`config.mk`:
```
export PLATFORM = sky130hd
export DESIGN_NAME = id_issue_stage_flat
export DESIGN_NICKNAME = d
export VERILOG_FILES = /design/src/rtl/id_issue_stage_pkg.sv /design/src/rtl/id_issue_stage_if.sv /design/src/rtl/id_issue_stage_reg_scoreboard.sv /design/src/rtl/id_issue_stage.sv /design/src/flat_wrapper.sv
export SDC_FILE = /design/constraint.sdc
export NUM_CORES = 1
export LEC_CHECK = 0
export CORE_ASPECT_RATIO = 0.8
export CORE_MARGIN = 2
export CORE_UTILIZATION = 48
export DETAILED_ROUTE_END_ITERATION = 8
export HOLD_SLACK_MARGIN = 0.1
export PLACE_DENSITY = 0.91
export SLEW_MARGIN = 0
export SYNTH_ARGS = -nofsm -noshare
export SYNTH_HDL_FRONTEND = slang
export SYNTH_HIERARCHICAL = 1
export SYNTH_SLANG_ARGS = --single-unit
```
`constraint.sdc`:
```
create_clock -name clk -period 4.55 [get_ports clk]
set_input_delay 0.91 -clock clk [delete_from_list [all_inputs] [get_ports clk]]
set_output_delay 0.91 -clock clk [all_outputs]
set_load 0.03 [all_outputs]
```
`src/rtl/id_issue_stage_pkg.sv`:
```
// Shared constants and bundle types for the decode/issue stage.
package id_issue_stage_pkg;

  localparam int DATA_W   = 32;
  localparam int ADDR_W   = 5;
  localparam int CTRL_W   = 16;
  localparam int CNT_W    = 2;
  localparam int NUM_REGS = 2 ** ADDR_W;

  // Highest count a per-register in-flight counter can hold.
  localparam logic [CNT_W-1:0] CNT_MAX = '1;

  // Instruction fields captured from fetch.
  typedef struct packed {
    logic [ADDR_W-1:0] rs1;
    logic [ADDR_W-1:0] rs2;
    logic              use_rs1;
    logic              use_rs2;
    logic [ADDR_W-1:0] rd;
    logic              rd_we;
    logic [CTRL_W-1:0] ctrl;
  } fs_to_ds_t;

  // Resolved issue bundle handed to execute.
  typedef struct packed {
    logic [DATA_W-1:0] src1;
    logic [DATA_W-1:0] src2;
    logic [ADDR_W-1:0] rd;
    logic              rd_we;
    logic [CTRL_W-1:0] ctrl;
  } ds_to_es_t;

endpackage

```
`src/rtl/id_issue_stage_if.sv`:
```
// Fetch->decode and decode->execute handshake bundle. The master modport is
// the issue stage's view; the slave modport is the surrounding pipeline.
interface id_issue_stage_if;
  import id_issue_stage_pkg::*;

  logic              fs_to_ds_valid;
  logic              ds_allowin;
  logic [ADDR_W-1:0] fs_rs1;
  logic [ADDR_W-1:0] fs_rs2;
  logic              fs_use_rs1;
  logic              fs_use_rs2;
  logic [ADDR_W-1:0] fs_rd;
  logic              fs_rd_we;
  logic [CTRL_W-1:0] fs_ctrl;

  logic              ds_to_es_valid;
  logic              es_allowin;
  logic [DATA_W-1:0] es_src1;
  logic [DATA_W-1:0] es_src2;
  logic [ADDR_W-1:0] es_rd;
  logic              es_rd_we;
  logic [CTRL_W-1:0] es_ctrl;

  modport master (
    input  fs_to_ds_valid, fs_rs1, fs_rs2, fs_use_rs1, fs_use_rs2,
           fs_rd, fs_rd_we, fs_ctrl, es_allowin,
    output ds_allowin, ds_to_es_valid, es_src1, es_src2, es_rd,
           es_rd_we, es_ctrl
  );

  modport slave (
    output fs_to_ds_valid, fs_rs1, fs_rs2, fs_use_rs1, fs_use_rs2,
           fs_rd, fs_rd_we, fs_ctrl, es_allowin,
    input  ds_allowin, ds_to_es_valid, es_src1, es_src2, es_rd,
           es_rd_we, es_ctrl
  );

endinterface

```
`src/rtl/id_issue_stage_reg_scoreboard.sv`:
```
// Per-register pending-write counters: one increment (issue) and one
// decrement (writeback) per cycle, with three read-side lookups.
module reg_scoreboard
  import id_issue_stage_pkg::*;
(
  input  logic              clk,
  input  logic              resetn,
  input  logic              inc_en,
  input  logic [ADDR_W-1:0] inc_idx,
  input  logic              dec_en,
  input  logic [ADDR_W-1:0] dec_idx,
  input  logic [ADDR_W-1:0] rs1_idx,
  input  logic [ADDR_W-1:0] rs2_idx,
  input  logic [ADDR_W-1:0] rd_idx,
  output logic [CNT_W-1:0]  cnt_rs1,
  output logic [CNT_W-1:0]  cnt_rs2,
  output logic [CNT_W-1:0]  cnt_rd
);

  logic [CNT_W-1:0] cnt_q [NUM_REGS];
  logic [CNT_W-1:0] cnt_d [NUM_REGS];

  // Saturating up/down step; inc and dec together cancel, and a decrement at
  // zero holds zero instead of wrapping.
  function automatic logic [CNT_W-1:0] cnt_next(input logic [CNT_W-1:0] cur,
                                                input logic inc, input logic dec);
    if (inc && !dec) return (cur == CNT_MAX) ? cur : cur + CNT_W'(1);
    if (dec && !inc) return (cur == '0) ? cur : cur - CNT_W'(1);
    return cur;
  endfunction

  // Next counter values; r0 is never tracked.
  always_comb begin
    cnt_d = cnt_q;
    for (int r = 0; r < NUM_REGS; r++) begin
      if (r == 0) cnt_d[r] = '0;
      else cnt_d[r] = cnt_next(cnt_q[r], inc_en && (inc_idx == ADDR_W'(r)),
                               dec_en && (dec_idx == ADDR_W'(r)));
    end
  end

  // Counter array state.
  always_ff @(posedge clk or negedge resetn) begin
    if (!resetn) begin
      for (int r = 0; r < NUM_REGS; r++) cnt_q[r] <= '0;
    end else begin
      cnt_q <= cnt_d;
    end
  end

  assign cnt_rs1 = cnt_q[rs1_idx];
  assign cnt_rs2 = cnt_q[rs2_idx];
  assign cnt_rd  = cnt_q[rd_idx];

  // A writeback to a register with nothing in flight means the pipeline lost
  // track of an instruction.
  dec_underflow_a: assert property (@(posedge clk) disable iff (!resetn)
    !(dec_en && (dec_idx != '0) && (cnt_q[dec_idx] == '0)));

endmodule

```
`src/rtl/id_issue_stage.sv`:
```
// Decode/issue stage: holds one instruction, reads the register file,
// resolves RAW hazards against the pending-write scoreboard with same-cycle
// writeback bypass, and issues to execute over a valid/allowin handshake.
module id_issue_stage
  import id_issue_stage_pkg::*;
(
  input  logic                clk,
  input  logic                resetn,
  id_issue_stage_if.master    ds_if,
  input  logic                flush,
  output logic [ADDR_W-1:0]   rf_raddr1,
  input  logic [DATA_W-1:0]   rf_rdata1,
  output logic [ADDR_W-1:0]   rf_raddr2,
  input  logic [DATA_W-1:0]   rf_rdata2,
  input  logic                wb_we,
  input  logic [ADDR_W-1:0]   wb_waddr,
  input  logic [DATA_W-1:0]   wb_wdata
);

  logic      vld_p0_q, vld_p0_d;
  fs_to_ds_t ins_p0_q, ins_p0_d;
  fs_to_ds_t fs_ins;

  logic [CNT_W-1:0]  cnt_rs1, cnt_rs2, cnt_rd;
  logic [DATA_W:0]   res1, res2;
  logic              sat_stall, ready_go, es_valid, fire, load, rd_we_eff;
  ds_to_es_t         es_bus;

  // Operand for one source: bit DATA_W flags a RAW stall, the rest is data.
  // Only a single outstanding write that retires this very cycle can be
  // bypassed; deeper chains must wait for the older writes to drain.
  function automatic logic [DATA_W:0] resolve_src(
    input logic use_s, input logic [ADDR_W-1:0] rs, input logic [CNT_W-1:0] cnt,
    input logic [DATA_W-1:0] rf_data, input logic wb_hit,
    input logic [DATA_W-1:0] wb_data);
    if (!use_s || (rs == '0))          return '0;
    if (cnt == '0)                     return {1'b0, rf_data};
    if ((cnt == CNT_W'(1)) && wb_hit)  return {1'b0, wb_data};
    return {1'b1, {DATA_W{1'b0}}};
  endfunction

  assign fs_ins = '{rs1: ds_if.fs_rs1, rs2: ds_if.fs_rs2,
                    use_rs1: ds_if.fs_use_rs1, use_rs2: ds_if.fs_use_rs2,
                    rd: ds_if.fs_rd, rd_we: ds_if.fs_rd_we, ctrl: ds_if.fs_ctrl};

  assign rf_raddr1 = ins_p0_q.rs1;
  assign rf_raddr2 = ins_p0_q.rs2;

  assign res1 = resolve_src(ins_p0_q.use_rs1, ins_p0_q.rs1, cnt_rs1, rf_rdata1,
                            wb_we && (wb_waddr == ins_p0_q.rs1), wb_wdata);
  assign res2 = resolve_src(ins_p0_q.use_rs2, ins_p0_q.rs2, cnt_rs2, rf_rdata2,
                            wb_we && (wb_waddr == ins_p0_q.rs2), wb_wdata);

  assign rd_we_eff = ins_p0_q.rd_we && (ins_p0_q.rd != '0);
  assign sat_stall = rd_we_eff && (cnt_rd == CNT_MAX);
  assign ready_go  = !res1[DATA_W] && !res2[DATA_W] && !sat_stall;
  assign es_valid  = vld_p0_q && ready_go && !flush;
  assign fire      = es_valid && ds_if.es_allowin;

  assign ds_if.ds_allowin = !vld_p0_q || (ready_go && ds_if.es_allowin);
  assign load = ds_if.fs_to_ds_valid && ds_if.ds_allowin && !flush;

  assign es_bus = '{src1: res1[DATA_W-1:0], src2: res2[DATA_W-1:0],
                    rd: ins_p0_q.rd, rd_we: rd_we_eff, ctrl: ins_p0_q.ctrl};

  assign ds_if.ds_to_es_valid = es_valid;
  assign ds_if.es_src1        = es_bus.src1;
  assign ds_if.es_src2        = es_bus.src2;
  assign ds_if.es_rd          = es_bus.rd;
  assign ds_if.es_rd_we       = es_bus.rd_we;
  assign ds_if.es_ctrl        = es_bus.ctrl;

  reg_scoreboard u_sb (
    .clk     (clk),
    .resetn  (resetn),
    .inc_en  (fire && rd_we_eff),
    .inc_idx (ins_p0_q.rd),
    .dec_en  (wb_we),
    .dec_idx (wb_waddr),
    .rs1_idx (ins_p0_q.rs1),
    .rs2_idx (ins_p0_q.rs2),
    .rd_idx  (ins_p0_q.rd),
    .cnt_rs1 (cnt_rs1),
    .cnt_rs2 (cnt_rs2),
    .cnt_rd  (cnt_rd)
  );

  // Stage occupancy: flush beats a simultaneous load, load beats issue.
  always_comb begin
    vld_p0_d = vld_p0_q;
    ins_p0_d = ins_p0_q;
    if (flush) begin
      vld_p0_d = 1'b0;
    end else if (load) begin
      vld_p0_d = 1'b1;
      ins_p0_d = fs_ins;
    end else if (fire) begin
      vld_p0_d = 1'b0;
    end
  end

  // ---- fetch -> decode stage boundary (p0) ----
  always_ff @(posedge clk or negedge resetn) begin
    if (!resetn) begin
      vld_p0_q <= 1'b0;
      ins_p0_q <= '0;
    end else begin
      vld_p0_q <= vld_p0_d;
      ins_p0_q <= ins_p0_d;
    end
  end

endmodule

```
`src/flat_wrapper.sv`:
```
// flat-port wrapper written by rule: the top's interface ports become plain ports
module id_issue_stage_flat import id_issue_stage_pkg::*;
  (clk, resetn, flush, rf_raddr1, rf_rdata1, rf_raddr2, rf_rdata2, wb_we, wb_waddr, wb_wdata, ds_if_fs_to_ds_valid, ds_if_fs_rs1, ds_if_fs_rs2, ds_if_fs_use_rs1, ds_if_fs_use_rs2, ds_if_fs_rd, ds_if_fs_rd_we, ds_if_fs_ctrl, ds_if_es_allowin, ds_if_ds_allowin, ds_if_ds_to_es_valid, ds_if_es_src1, ds_if_es_src2, ds_if_es_rd, ds_if_es_rd_we, ds_if_es_ctrl);
  id_issue_stage_if ds_if_i ();
  input  logic clk;
  input  logic resetn;
  input  logic flush;
  output logic [ADDR_W-1:0] rf_raddr1;
  input  logic [DATA_W-1:0] rf_rdata1;
  output logic [ADDR_W-1:0] rf_raddr2;
  input  logic [DATA_W-1:0] rf_rdata2;
  input  logic wb_we;
  input  logic [ADDR_W-1:0] wb_waddr;
  input  logic [DATA_W-1:0] wb_wdata;
  input wire logic [$bits(ds_if_i.fs_to_ds_valid)-1:0] ds_if_fs_to_ds_valid;
  input wire logic [$bits(ds_if_i.fs_rs1)-1:0] ds_if_fs_rs1;
  input wire logic [$bits(ds_if_i.fs_rs2)-1:0] ds_if_fs_rs2;
  input wire logic [$bits(ds_if_i.fs_use_rs1)-1:0] ds_if_fs_use_rs1;
  input wire logic [$bits(ds_if_i.fs_use_rs2)-1:0] ds_if_fs_use_rs2;
  input wire logic [$bits(ds_if_i.fs_rd)-1:0] ds_if_fs_rd;
  input wire logic [$bits(ds_if_i.fs_rd_we)-1:0] ds_if_fs_rd_we;
  input wire logic [$bits(ds_if_i.fs_ctrl)-1:0] ds_if_fs_ctrl;
  input wire logic [$bits(ds_if_i.es_allowin)-1:0] ds_if_es_allowin;
  output wire logic [$bits(ds_if_i.ds_allowin)-1:0] ds_if_ds_allowin;
  output wire logic [$bits(ds_if_i.ds_to_es_valid)-1:0] ds_if_ds_to_es_valid;
  output wire logic [$bits(ds_if_i.es_src1)-1:0] ds_if_es_src1;
  output wire logic [$bits(ds_if_i.es_src2)-1:0] ds_if_es_src2;
  output wire logic [$bits(ds_if_i.es_rd)-1:0] ds_if_es_rd;
  output wire logic [$bits(ds_if_i.es_rd_we)-1:0] ds_if_es_rd_we;
  output wire logic [$bits(ds_if_i.es_ctrl)-1:0] ds_if_es_ctrl;
  assign ds_if_i.fs_to_ds_valid = ds_if_fs_to_ds_valid;
  assign ds_if_i.fs_rs1 = ds_if_fs_rs1;
  assign ds_if_i.fs_rs2 = ds_if_fs_rs2;
  assign ds_if_i.fs_use_rs1 = ds_if_fs_use_rs1;
  assign ds_if_i.fs_use_rs2 = ds_if_fs_use_rs2;
  assign ds_if_i.fs_rd = ds_if_fs_rd;
  assign ds_if_i.fs_rd_we = ds_if_fs_rd_we;
  assign ds_if_i.fs_ctrl = ds_if_fs_ctrl;
  assign ds_if_i.es_allowin = ds_if_es_allowin;
  assign ds_if_ds_allowin = ds_if_i.ds_allowin;
  assign ds_if_ds_to_es_valid = ds_if_i.ds_to_es_valid;
  assign ds_if_es_src1 = ds_if_i.es_src1;
  assign ds_if_es_src2 = ds_if_i.es_src2;
  assign ds_if_es_rd = ds_if_i.es_rd;
  assign ds_if_es_rd_we = ds_if_i.es_rd_we;
  assign ds_if_es_ctrl = ds_if_i.es_ctrl;
  id_issue_stage u_core (.clk(clk), .resetn(resetn), .ds_if(ds_if_i), .flush(flush), .rf_raddr1(rf_raddr1), .rf_rdata1(rf_rdata1), .rf_raddr2(rf_raddr2), .rf_rdata2(rf_rdata2), .wb_we(wb_we), .wb_waddr(wb_waddr), .wb_wdata(wb_wdata));
endmodule
```
* Word-level counts from Yosys, hierarchy flattened
Index checks and enable logic that the tools add are counted.
Cells by class: $add $sub $neg 62, order comparisons 3, equal/unequal tests 129, muxes and demuxes 315, bitwise logic cells 4, reduce and logical (&&, ||, !) cells 311
Operators with widths (count):
- $mux W33 | 12
- $mux W2 | 192
- $eq A5 B5 Y1 const B | 32
- $logic_and A1 B1 Y1 | 139
- $mux W1 | 108
- $ne A3 B3 Y1 const B | 31
- $eq A5 B4 Y1 const B | 16
- $logic_not A1 Y1 | 69
- $logic_not A2 Y1 | 33
- $eq A2 B2 Y1 const B | 32
- $reduce_and A2 Y1 | 32
- $add A2 B1 Y2 const B | 31
- $reduce_bool A2 Y1 | 31
- $sub A2 B1 Y2 const B | 31
- $eq A5 B3 Y1 const B | 8
- $bmux W2 S5 | 3
- $eq A5 B2 Y1 const B | 4
- $ge A6 B6 Y1 const B | 3
- $not A5 Y6 | 3
- $eq A5 B1 Y1 const B | 2
- $eq A5 B5 Y1 | 2
- $logic_not A5 Y1 | 2
- $reduce_bool A5 Y1 | 1
- $eq A2 B1 Y1 const B | 2
- other kinds (3) | 5
Word-level totals: register bits 97, bits of input ports 141, output and inout bits 98, logic and storage cells 863

* Longest topological paths before layout
depth in word-level cells 26, gate-level depth with buffers 20, gate-level depth less buffers 18

* Modules after synthesis
Netlist, hierarchy kept.
Modules (own cells, without submodules):
- reg_scoreboard | times used 1, cells each 795, area each 7412.1 µm², sequential area each 1551.5 µm²
- id_issue_stage | times used 1, cells each 456, area each 3315.7 µm², sequential area each 875.8 µm²

* Least setup slack after synthesis
OpenSTA, ideal clock, no wires.
kind flip-flop to flip-flop, start point register u_core.ins_p0_q, in the netlist u_core/rf_raddr2[1], end point register u_core/u_sb/cnt_q[61] (netlist bit), setup time 0.121 ns, arrival time 4.246 ns, required time 4.429 ns, setup slack 0.183 ns, stages on the path, launching flop included 16, path buffers 2, clock period less this slack 4.367 ns, path through dfrtp_1 > clkbuf_1 > buf_1 > mux4_2 > mux4_2 > mux2_2 > nand4b_1 > nor2_1 > nor3_1 > nor4_1 > nand2_1 > nor3_1 > nand2_1 > ha_1 > a21o_1 > a22o_1
Between the ends: cells in the longest elaborated chain, start to end 26, elaborated cells between the ends (all ways) 42, classes of those cells 3 x eq/ne; 20 x mux; 1 x bitwise; 18 x reduce/logical
Ends and longest elaborated chain:
- start, declared | line id_issue_stage.sv:21 | fs_to_ds_t ins_p0_q, ins_p0_d;
- start signal, assigned | line id_issue_stage.sv:109 | ins_p0_q <= ins_p0_d;
- $not A5 Y6 (implied by the code) (*) | line id_issue_stage_reg_scoreboard.sv:52 | assign cnt_rs2 = cnt_q[rs2_idx];
- $bmux W2 S5 (*) | line id_issue_stage_reg_scoreboard.sv:52
- $mux W2 (implied by the code) (*) (2 in a row) | line id_issue_stage_reg_scoreboard.sv:52
- net u_core.cnt_rs2[1] | line id_issue_stage.sv:24 | logic [CNT_W-1:0] cnt_rs1, cnt_rs2, cnt_rd;
- $eq A2 B1 Y1 | line id_issue_stage.sv:38 | if ((cnt == CNT_W'(1)) && wb_hit) return {1'b0, wb_data};
- $logic_and A1 B1 Y1 | line id_issue_stage.sv:38
- $mux W1 (2 in a row) | line id_issue_stage.sv:38
- $mux W1 | line id_issue_stage.sv:37 | if (cnt == '0) return {1'b0, rf_data};
- [8 not listed]
- $logic_and A1 B1 Y1 (*) | line id_issue_stage.sv:58 | assign fire = es_valid && ds_if.es_allowin;
- $logic_and A1 B1 Y1 (*) | line id_issue_stage.sv:76 | .inc_en (fire && rd_we_eff),
- $logic_and A1 B1 Y1 (*) | line id_issue_stage_reg_scoreboard.sv:37 | else cnt_d[r] = cnt_next(cnt_q[r], inc_en && (inc_idx == ADDR_W'(r)),
- $logic_not A1 Y1 | line id_issue_stage_reg_scoreboard.sv:28 | if (dec && !inc) return (cur == '0) ? cur : cur - CNT_W'(1);
- $logic_and A1 B1 Y1 | line id_issue_stage_reg_scoreboard.sv:28
- $mux W1 (2 in a row) | line id_issue_stage_reg_scoreboard.sv:28
- $reduce_bool A2 Y1 (no source line)
- $reduce_and A2 Y1 (no source line)
- end signal, assigned | line id_issue_stage_reg_scoreboard.sv:47 | cnt_q <= cnt_d;
- end, declared | line id_issue_stage_reg_scoreboard.sv:20 | logic [CNT_W-1:0] cnt_q [NUM_REGS];
Mark *: on every way through the listed nets, which the timed path passes. The rest lies on a longest branch. The select of a mux whose other input is x is not followed. A chain may end at the register's enable or synchronous reset.

* Worst setup path after layout
start point register u_core.ins_p0_q, in the netlist u_core/rf_raddr2[0], end point output ds_if_es_src2[24]
Between the ends: cells in the longest elaborated chain, start to end 12, elaborated cells between the ends (all ways) 22, classes of those cells 2 x eq/ne; 14 x mux; 1 x bitwise; 5 x reduce/logical
Ends and longest elaborated chain:
- $not A5 Y6 (implied by the code) (*) | line id_issue_stage_reg_scoreboard.sv:52
- $bmux W2 S5 (*) | line id_issue_stage_reg_scoreboard.sv:52
- $mux W2 (implied by the code) (*) (2 in a row) | line id_issue_stage_reg_scoreboard.sv:52
- net u_core.cnt_rs2[1] | line id_issue_stage.sv:24
- $eq A2 B1 Y1 | line id_issue_stage.sv:38
- $logic_and A1 B1 Y1 | line id_issue_stage.sv:38
- $mux W1 (2 in a row) | line id_issue_stage.sv:38
- $mux W1 | line id_issue_stage.sv:37
- $mux W33 | line id_issue_stage.sv:39 | return {1'b1, {DATA_W{1'b0}}};
- $mux W33 (*) | line id_issue_stage.sv:38
- $mux W33 (*) | line id_issue_stage.sv:37
- end, declared | line flat_wrapper.sv:27 | output wire logic [$bits(ds_if_i.es_src2)-1:0] ds_if_es_src2;
Marked as above.

==> impl_metrics.json <==
{
  "post-dp-hpwl_um": 28900,
  "layout-drive-gt1-share": 0.135,
  "root_buffer": "clkbuf_16",
  "reg2reg_slack_ns": 0.05,
  "synth_ff_type": "dfrtp_1",
  "port_buffers": 238,
  "cts_tree": "built",
  "status": "finished, final reports clean",
  "final_core_util": 0.628,
  "fp.dieW_um": 171,
  "clk-insertion-delay-late_ns": 0.37,
  "fill_cells": 1734,
  "core_area_um2": 21700,
  "nNetsFinal": 1708,
  "cts_max_level": 3,
  "grt_pass1_vias": 10600,
  "async_reset_ff_frac": 1.00,
  "finalSetupViolCount": 0,
  "initial_core_util": 0.493,
  "route.vias.total": 11400,
  "ys_ff_latch": 97,
  "crit_required_ns": 3.64,
  "rows": 48,
  "skew_ns": 0.0127,
  "worstSetupEndpointType": "output port",
  "synthCells": 1251,
  "cap_violations": 0,
  "p_leak_nw": 6.23,
  "crit_family": "multiplexers",
  "cts.sinks": 97,
  "fmax_mhz": 222,
  "synth.distinct_cells": 60,
  "worstMarginPinSlew_ns": 0.887,
  "cp.arrival_ns": 3.60,
  "drtPass1Iterations": 7,
  "max_stage_delay_ns": 0.58,
  "final_common_cell": "clkdlybuf4s50_1",
  "grt_use_total": 0.313,
  "synth_nets": 1516,
  "hold_ws_ns": 0.554,
  "dieArea_um2": 23600,
  "fin_crit_ns": 4.51,
  "gp_congestion": 1.02,
  "cp.buffers_inverters": 4,
  "worst_path_most_repeated_cell": "buf_4",
  "placed_cells": 1728,
  "routedWlPerCell_um": 22.1,
  "route.detailed.drc": 0,
  "synth_area_leaders": "dfrtp_1 (23%), ha_1 (14%), mux4_2 (6.1%)",
  "mostFrequentLayoutCells": "clkdlybuf4s50_1 (171), inv_1 (149), ha_1 (124)",
  "cp_slowest_cell": "mux4_1",
  "synth_seq_area_share": 0.226,
  "ir_drop_v": 0.000418,
  "finalNonFillerCells": 1753,
  "ys_warn_count": 6,
  "drtIter0Drc": 1391,
  "overflow": 0,
  "die_h_um": 138,
  "worstSetupPathType": "reg2out",
  "min-delay-path-class": "reg2reg",
  "design_area_um2": 13700,
  "vias_per_cell": 6.48,
  "post-route-period-util": 0.990,
  "synth.avg_cell_area_um2": 8.58,
  "area_growth_pct": 27.3,
  "start_kind": "register",
  "timing.final.max_slew_violations": 0,
  "wl_um": 38800,
  "postPlaceCellArea_um2": 13200,
  "antenna_found_initial": 4,
  "cp_max_fo": 16,
  "cts_buffers": 9,
  "clk_pin_slew_ns": 0.08,
  "grt_max_degree": 61,
  "crit_chain": "buf_4 -> mux4_1 -> mux4_2 -> mux2_2 -> nand4b_1 -> nor2_4 -> buf_4 -> clkbuf_16 -> a22oi_1 -> nor2_1 -> buf_4",
  "relSlewSlack": 0.408,
  "grt_pass1_wl_um": 57300,
  "cts_hold_buf": 0,
  "synth_edf_count": 0,
  "cts_buffer_depth": 2,
  "synth_top_cell_area_share": 0.226,
  "synth.largest_area_cell": "dfrtp_1",
  "ant_nets": 0,
  "total_power_mw": 8.31,
  "power_density_nw_per_um2": 609,
  "hold_violations": 0,
  "synth_area_um2": 10700,
  "ios": 239
}
[worst reg2reg max path, stage by stage, from the launching register on]
cell      delay [ns]
dfrtp_1         0.36
buf_4           0.19
mux4_1          0.58
mux4_2          0.49
mux2_2          0.31
nand4b_1        0.31
nor2_4          0.25
nor3_1          0.10
nor4_2          0.14
buf_4           0.17
nand2b_1        0.18
nor2_1          0.38
nand2_1         0.15
inv_1           0.10
ha_1            0.27
a221oi_1        0.29
o22a_1          0.18
[through the flow]
stage	setup TNS, ns	setup WS (ns)
4_1_cts	0	0.0124
5_1_grt	-0.621	-0.0563
3_5_place_dp	-1.03	-0.131
2_1_floorplan	0	0.183
6_report	0	0.0444
3_3_place_gp	0	0.183
[cell type report]
type,instances,area [um2],share of cell area
flip-flops and latches,97,2430,0.178
clock buffers,10,239,0.0175
well taps,300,375,0.0275
inverters,150,563,0.0412
multi-input cells,906,7270,0.533
clock inverters,6,57.6,0.00422
diodes,5,12.5,0.000917
repair buffers,279,2700,0.198
[registers in the layout, indices dropped and copies added, names as in the netlist]
signal                count
u_core/ins_p0_q           3
u_core/vld_p0_q           1
u_core/rf_raddr1          5
u_core/rf_raddr2          5
u_core/ds_if.es_rd        5
u_core/u_sb/cnt_q        62
u_core/ds_if.es_ctrl     16
[cells in the mapped netlist, drive strengths merged (4+ instances only)]
| master | count |
|---|---|
| nand3 | 37 |
| nor4 | 11 |
| ha | 124 |
| mux2i | 4 |
| nand2b | 19 |
| o32ai | 14 |
| inv | 150 |
| o22a | 10 |
| dfrtp | 97 |
| a21o | 9 |
| a221o | 11 |
| a22o | 6 |
| mux2 | 12 |
| and3b | 11 |
| nor2 | 92 |
| nand4 | 36 |
| a21oi | 55 |
| a211oi | 10 |
| o32a | 5 |
| o211ai | 35 |
| a22oi | 68 |
| a21boi | 5 |
| mux4 | 48 |
| nand3b | 6 |
| a311o | 15 |
| and3 | 34 |
| nor2b | 7 |
| nor4b | 9 |
| nand2 | 112 |
| buf | 45 |
| xnor2 | 10 |
| o21ai | 47 |
| nor3b | 7 |
| a221oi | 4 |
| nor3 | 6 |
| clkbuf | 53 |
[worst paths after layout]
kind	startpoint	end	depth (start not counted)
worst min register to register	u_core/ds_if.es_ctrl[5]	u_core/ds_if.es_ctrl[5]	2
worst min-delay path	u_core/ds_if.es_ctrl[5]	u_core/ds_if.es_ctrl[5]	2
min in group asynchronous	resetn	u_core/ds_if.es_ctrl[14]	1
max in group asynchronous	resetn	u_core/u_sb/cnt_q[45]	2
worst max register to register	u_core/rf_raddr2[0]	u_core/u_sb/cnt_q[58]	16
worst max-delay path	u_core/rf_raddr2[0]	ds_if_es_src2[24]	11
[power by group]
group          internal (mW)  switching (mW)  total (mW)
clock network          0.400           0.397       0.797
logic                   2.42            3.23        5.64
registers               1.21           0.665        1.87
[logic make-up after synthesis]
family / synth area share
multiplexers: 0.124
AO/OA/AOI/OAI: 0.206
adder cells (fa/ha/maj): 0.145
buffers and inverters: 0.104
flip-flops: 0.226
XOR/XNOR: 0.00816
AND/OR/NAND/NOR: 0.188
[repair_timing]
| item | in CTS | in global routing |
|---|---|---|
| cloned | 0 | 1 |
| setup buffers | 0 | 3 |
| endpoints found under the setup margin | 40 | 85 |
| pin swaps | 0 | 4 |
| gates resized for setup | 8 | 18 |
[routing by layer]
metal,part of all wire,wire length (um),vias to the layer above,global-route usage
met5,0,0,-,0
li1,-,-,4969,-
met1,0.36,14000,5435,0.386
met2,0.47,18300,828,0.515
met4,0.044,1700,0,0.137
met3,0.12,4790,133,0.0865
Power figures use the tool's default switching activity.
